[src/rtl/nes_mem_arbiter.sv]
// Shares the byte-wide SDRAM port between the game loader (buffered, slot-timed writes)
// and the NES core (run-time pass-through). Optional ROM write protection: NES_ROM_WP_EN.
module nes_mem_arbiter #(
  parameter logic [1:0]  SLOT_PHASE = 2'd3,
  parameter int          MEM_AW     = 25,
  parameter logic [21:0] ROM_LIMIT  = 22'h100000
) (
  input  logic              clock,
  input  logic              reset_n,
  input  logic [1:0]        nes_ce,
  input  logic              load_done,
  input  logic              ldr_valid,
  input  logic [21:0]       ldr_addr,
  input  logic [7:0]        ldr_data,
  output logic              ldr_ready,
  input  logic [21:0]       nes_addr,
  input  logic              nes_write,
  input  logic [7:0]        nes_dout,
  input  logic              nes_read_cpu,
  input  logic              nes_read_ppu,
  output logic [MEM_AW-1:0] mem_addr,
  output logic              mem_we,
  output logic [7:0]        mem_din,
  output logic              mem_oeA,
  output logic              mem_oeB,
  output logic              sd_tristate,
  output logic              loading,
  output logic              wp_violation
);

  typedef enum logic [1:0] {
    S_LOAD  = 2'd0,
    S_DRAIN = 2'd1,
    S_RUN   = 2'd2
  } state_t;

`ifdef NES_ROM_WP_EN
  localparam bit WP_EN = 1'b1;
`else
  localparam bit WP_EN = 1'b0;
`endif

  state_t              r_state;
  state_t              w_nextState;
  logic                r_bufFull;
  logic [21:0]         r_bufAddr;
  logic [7:0]          r_bufData;
  logic                r_memWe;
  logic [MEM_AW-1:0]   r_memAddr;
  logic [7:0]          r_memDin;
  logic                w_accept;
  logic                w_slot;
  logic                w_blocked;

  assign w_slot    = (nes_ce == SLOT_PHASE);
  assign ldr_ready = (r_state == S_LOAD) && !r_bufFull;
  assign w_accept  = ldr_valid && ldr_ready;
  assign loading   = (r_state != S_RUN);
  assign w_blocked = WP_EN && nes_write && (nes_addr < ROM_LIMIT);

  always_ff @(posedge clock or negedge reset_n) begin
    if (!reset_n) r_state <= S_LOAD;
    else          r_state <= w_nextState;
  end

  always_comb begin
    w_nextState = r_state;
    case (r_state)
      S_LOAD:  if (load_done) w_nextState = S_DRAIN;
      // RUN only once the last loader write window has fully closed
      S_DRAIN: if (!r_bufFull && !r_memWe) w_nextState = S_RUN;
      S_RUN:   if (!load_done) w_nextState = S_LOAD;
      default: w_nextState = S_LOAD;
    endcase
  end

  // Accept never coincides with issue: ready requires an empty buffer.
  always_ff @(posedge clock or negedge reset_n) begin
    if (!reset_n) begin
      r_bufFull <= 1'b0;
      r_bufAddr <= '0;
      r_bufData <= '0;
      r_memWe   <= 1'b0;
      r_memAddr <= '0;
      r_memDin  <= '0;
    end else begin
      if (w_accept) begin
        r_bufFull <= 1'b1;
        r_bufAddr <= ldr_addr;
        r_bufData <= ldr_data;
      end
      if (r_state == S_RUN) begin
        r_memWe <= 1'b0;
      end else if (w_slot) begin
        if (r_bufFull) begin
          r_memWe   <= 1'b1;
          r_memAddr <= MEM_AW'(r_bufAddr);
          r_memDin  <= r_bufData;
          r_bufFull <= 1'b0;
        end else begin
          r_memWe <= 1'b0;
        end
      end
    end
  end

  always_comb begin
    mem_addr = r_memAddr;
    mem_din  = r_memDin;
    mem_we   = r_memWe;
    mem_oeA  = 1'b0;
    mem_oeB  = 1'b0;
    if (r_state == S_RUN) begin
      mem_addr = MEM_AW'(nes_addr);
      mem_din  = nes_dout;
      mem_we   = nes_write && !w_blocked;
      mem_oeA  = nes_read_cpu;
      mem_oeB  = nes_read_ppu;
    end
  end

  assign sd_tristate = !mem_we;

`ifdef NES_ROM_WP_EN
  logic r_wpViolation;

  always_ff @(posedge clock or negedge reset_n) begin
    if (!reset_n) begin
      r_wpViolation <= 1'b0;
    end else if (r_state == S_RUN) begin
      if (!load_done)     r_wpViolation <= 1'b0;
      else if (w_blocked) r_wpViolation <= 1'b1;
    end
  end

  assign wp_violation = r_wpViolation;
`else
  assign wp_violation = 1'b0;
`endif

endmodule
[config.mk]
export PLATFORM = sky130hd
export DESIGN_NAME = nes_mem_arbiter
export DESIGN_NICKNAME = d
export VERILOG_FILES = /design/src/rtl/nes_mem_arbiter.sv
export SDC_FILE = /design/constraint.sdc
export NUM_CORES = 1
export LEC_CHECK = 0
export BUFFER_PORTS_ARGS = -buffer_cell sky130_fd_sc_hd__buf_2
export CAP_MARGIN = 20
export CORE_MARGIN = 8
export CORE_UTILIZATION = 37
export DETAILED_ROUTE_END_ITERATION = 6
export GPL_TIMING_DRIVEN = 0
export HOLD_SLACK_MARGIN = 0.15
export PLACE_DENSITY = 0.67
export SYNTH_ARGS = -nofsm -noshare
export SYNTH_HDL_FRONTEND = slang
export SYNTH_SLANG_ARGS = --single-unit
[constraint.sdc]
create_clock -name clock -period 2 [get_ports clock]
set_input_delay 0.3 -clock clock [delete_from_list [all_inputs] [get_ports clock]]
set_output_delay 0.3 -clock clock [all_outputs]
set_load 0.01 [all_outputs]
* Word level (Yosys, flattened, before mapping) *
Cells that the tools add are included.

storage, ports and cells
  RAM bits = 0
  bits in latches = 0
  word-level logic and storage cells = 41
  bits in registers = 64
  memories kept = 0
  bits in read-only memories = 0

operators by class
  bitwise logic cells = 1
  multiplexer cells = 16
  add/sub/neg operators = 0
  reduce and logical (&&, ||, !) cells = 10
  multiply operators = 0
  div/mod/pow operators = 0
  shift operators = 0
  $lt $le $gt $ge = 0
  eq/ne operators = 7

operators by type and width
  kind                number
  $mux 22             1
  $mux 1              10
  $mux 8              1
  $ne 2x2->1 const B  4
  $mux 2              3
  $pmux 2 s3          1
  $reduce_and 3->1    2
  $eq 2x2->1 const B  2
  $logic_and 1x1->1   3
  $logic_not 1->1     3
  $eq 2x1->1 const B  1
  $logic_not 2->1     1
  $reduce_bool 2->1   1
  $not 1->1           1

* Depth between registers and ports, before layout *
  depth after elaboration = 7
  gate-level depth with buffers = 6
  mapped depth without buffers = 4

* Least setup slack after synthesis *
Ideal clock, no wire load.

  path type = flip-flop to output port
  start = register r_state[1]
  end = output port mem_addr[16]
  data required time = 1.700 ns
  arrival = 1.253 ns
  cell stages (with the launch flop) = 7
  slack = 0.447 ns
  path through = dfrtp_1 -> nor2b_1 -> buf_6 -> inv_4 -> clkbuf_1 -> nand2_1 -> nand2_1

on the way
  word-level cells in the longest chain between the ends = 2

RTL lines
  what                    RTL line  RTL
  start, declared         43        state_t r_state;
  start signal, assigned  63        else r_state <= w_nextState;
  $eq 2x2->1              113       if (r_state == S_RUN) begin
  $mux 22                 113
  end, declared           21        output logic [MEM_AW-1:0] mem_addr,

Every way passes these cells.

* Final worst setup path *
  start = register r_state[0]
  end = output port mem_addr[17]

The elaborated chain is that of the path after synthesis.

==> run_results.csv <==
group,metric,value,unit
drt,wl_met1,2921,um
global_routing,grt_usage,12.75,%
setup_path,required,1.70,ns
drt,firstDrtPassIters,4,
setup_path,start_kind,"register",
yosys,ys_seq_elements,64,
global_routing,grt_pass1_vias,2355,
power_and_ir_drop,seq_power_share,40.4,%
place,io_buffer_count,104,
drt,via_per_inst,4.585,
power_and_ir_drop,p_sw_share,33.36,%
timing,tightestPinTransition,0.8082,ns
run,drv_cap,0,
floorplan,core_region_area,8010,um2
floorplan,die_y,105.9,um
setup_path,rr_worst_depth,5,
timing,rsz0062_at_grt,"no",
floorplan,ioPinCount,109,
clocking,cts_tree,"done",
setup_path,crit_chain,"nor2b_1 -> buf_6 -> buf_2 -> nand2_1 -> nand2_1 -> buf_2",
timing,setup_viol,0,
min_path,hold_depth,2,
floorplan,die_x,105.9,um
timing,fmax,533.4,MHz
timing,period_share,93.74,%
min_path,hold_path.class,"in -> reg",
setup_path,worstSetupPathType,"reg -> out",
yosys,ys_async_sr_fraction,100.0,%
drt,wl,6942,um
power_and_ir_drop,power_frac_comb,44.4,%
drt,drcViolationCount,0,
yosys,synthTopCellsByArea,"dfrtp_1 54%, mux2_4 15%, nand2_1 12%, mux2_2 11%, buf_6 2.6%",
global_routing,grt_max_degree,65,
floorplan,fp.dieArea,11220,um2
yosys,ys_seq_area_share,53.51,%
timing,setup_tns,0,ns
timing,hold_viol,0,
finish,stdcell_area,3849,um2
yosys,synth_edf_count,0,
drt,maxUsedRoutingLayer,"met4",
timing,finalClockSkew,0.009327,ns
drt,vias,2187,
power_and_ir_drop,p_int,3.859,mW
drt,drtIter0Drc,34,
clocking,cts_made_buffers,9,
power_and_ir_drop,irDropWorstVdd,0.5257,mV
clocking,clk_pin_slew,0.07,ns
drt,wl_per_cell,14.55,um
timing,fin_ws,0.1251,ns
yosys,synth_ff_type,"dfrtp_1",
status,status,"complete, no violations",
floorplan,row_count,33,
place,place_congestion,0.7379,
floorplan,start_util,37.36,%
clocking,worstSkewPairLatency,0.33,ns
yosys,synth_commonest_cells,"92 x nand2_1, 64 x dfrtp_1, 30 x mux2_2",
finish,fin_util,48.05,%
clocking,ctsHtreeMaxLevel,3,
yosys,synthDominantCellAreaShare,53.51,%
finish,drive_gt1_share,52.96,%
yosys,yosysMostFrequentCell,"nand2_1",
yosys,synth.largest_area_cell,"dfrtp_1",
yosys,ys_warn_count,0,
yosys,syn_area_per_cell,11.88,um2
yosys,syn_area,2993,um2
place,dp_slack,0.1134,ns
power_and_ir_drop,clkPwrFrac,15.2,%
place,post_dp_cell_area,3659,um2
global_routing,grt_pass1_wl,11490,um
drt,met3WireLength,555,um
clocking,clockBufferDepth,2,
timing,relSlewSlack,46.12,%
setup_path,cpPeakStageDelay,0.43,ns
setup_path,worstPathArrival,1.57,ns
power_and_ir_drop,power_leakage,2.098,nW
power_and_ir_drop,power,5.791,mW
clocking,clockRootBuffer,"clkbuf_8",
global_routing,antenna_found_initial,0,
power_and_ir_drop,p_sw,1.932,mW
power_and_ir_drop,power_density,1505,nW/um2
finish,n_antenna_cell,0,
yosys,synth.distinct_cells,24,
clocking,cts_sinks,64,
place,dp_hpwl,5108,um
finish,syn2layout_area_growth,28.60,%
drt,ant_nets,0,
finish,nNetsFinal,440,
setup_path,path_max_fanout,10,
setup_path,cp_slowest_cell,"dfrtp_1",
timing,min_period,1.875,ns
global_routing,overflow,0,
yosys,synthCells,252,
timing,slew_violations,0,
drt,wl_met2,3358,um
setup_path,end_kind,"output pin",
clocking,postCtsSetupRepairBufs,0,
-- power groups by stage --
stage                     logic (mW)  clock network, mW  registers [mW]
after floorplan                 1.82                  0            2.24
after global placement          2.52                  0            2.32
after detailed placement        2.58                  0            2.36
after CTS                       2.61              0.937            2.34
after global routing            2.85              0.984            2.43
final                           2.57              0.883            2.34
-- critical path: cells and delay by family, from the launching register on --
family        cells  cell delay (ns)
buf+inv           3             0.52
flops             1             0.43
simple gates      3             0.31
-- metrics by stage --
| stage | std cells | hold slack [ns] |
|---|---|---|
| after global placement | 464 | 0.4630 |
| after global routing | 477 | 0.1891 |
| after CTS | 477 | 0.1783 |
| final | 477 | 0.2001 |
| after detailed placement | 464 | 0.4464 |
| after floorplan | 255 | 0.004409 |
-- routing by layer --
layer,vias up,GRT usage (%)
met3,11,4.416
met2,65,20.87
met4,0,5.427
met1,1055,14.89
li1,1056,-
met5,-,0
-- area by class of cell --
type / count / area (um2)
fill: 773 / 4161
sequential: 64 / 1602
multi-input combinational: 171 / 1260
timing repair buffer: 105 / 533.0
buffer: 18 / 165.2
clock buffer: 10 / 137.6
tap: 105 / 131.4
clock inverter: 2 / 10.01
inverter: 2 / 10.01
-- cell usage in the layout (no fill, tap or decap), drive strengths merged --
cell         synthesis  routed
nand2               92      92
clkbuf               6      11
nor2b                1       1
a211oi               1       1
nor2                 2       2
dfrtp               64      64
and2                 3       3
buf                 12     121
nand3                1       1
o21ai                1       1
mux2i                1       1
nand4                1       1
nor3                 2       2
conb                 1       4
clkinv               0       2
inv                  2       2
dlygate4sd3          0       1
nand2b               1       1
a22o                 1       1
mux2                60      60
-- what timing repair did --
item / 4_1_cts / 5_1_grt
gates cloned: 0 / 0
setup endpoints to repair: 31 / 29
gates resized for setup: 8 / 13
hold buffers: 1 / 0
endpoints found under the hold margin: 64 / 0
-- registers in the layout, summed over array words and instances (netlist names) --
name and flops:
r_memWe 1, r_state 2, r_bufData 8, r_memDin 8
r_memAddr 22, r_bufAddr 22, r_bufFull 1
-- cell families (layout without fill, tap and decap cells) --
| kind of cell | count (synthesis) | after routing | share of synthesized area (%) |
|---|---|---|---|
| flops | 64 | 64 | 53.51 |
| other cells | 1 | 4 | 0.1253 |
| simple gates | 103 | 103 | 14.21 |
| buf+inv | 20 | 137 | 4.891 |
| compound gates | 3 | 3 | 0.7107 |
| mux | 61 | 61 | 26.55 |
-- path summary, 6_finish.rpt --
path / to / slack, ns / startpoint
worst max-delay path: mem_addr[17] / 0.13 / r_state[0]
worst min-delay path: r_bufAddr[11] / 0.20 / ldr_addr[11]
worst min register to register: r_bufAddr[21] / 0.49 / r_bufAddr[21]
min in group asynchronous: r_memDin[4] / 0.61 / reset_n
worst max register to register: r_bufAddr[7] / 0.38 / r_state[0]
max in group asynchronous: r_memAddr[12] / 0.85 / reset_n
No activity file was read; power rests on OpenSTA's default activity.
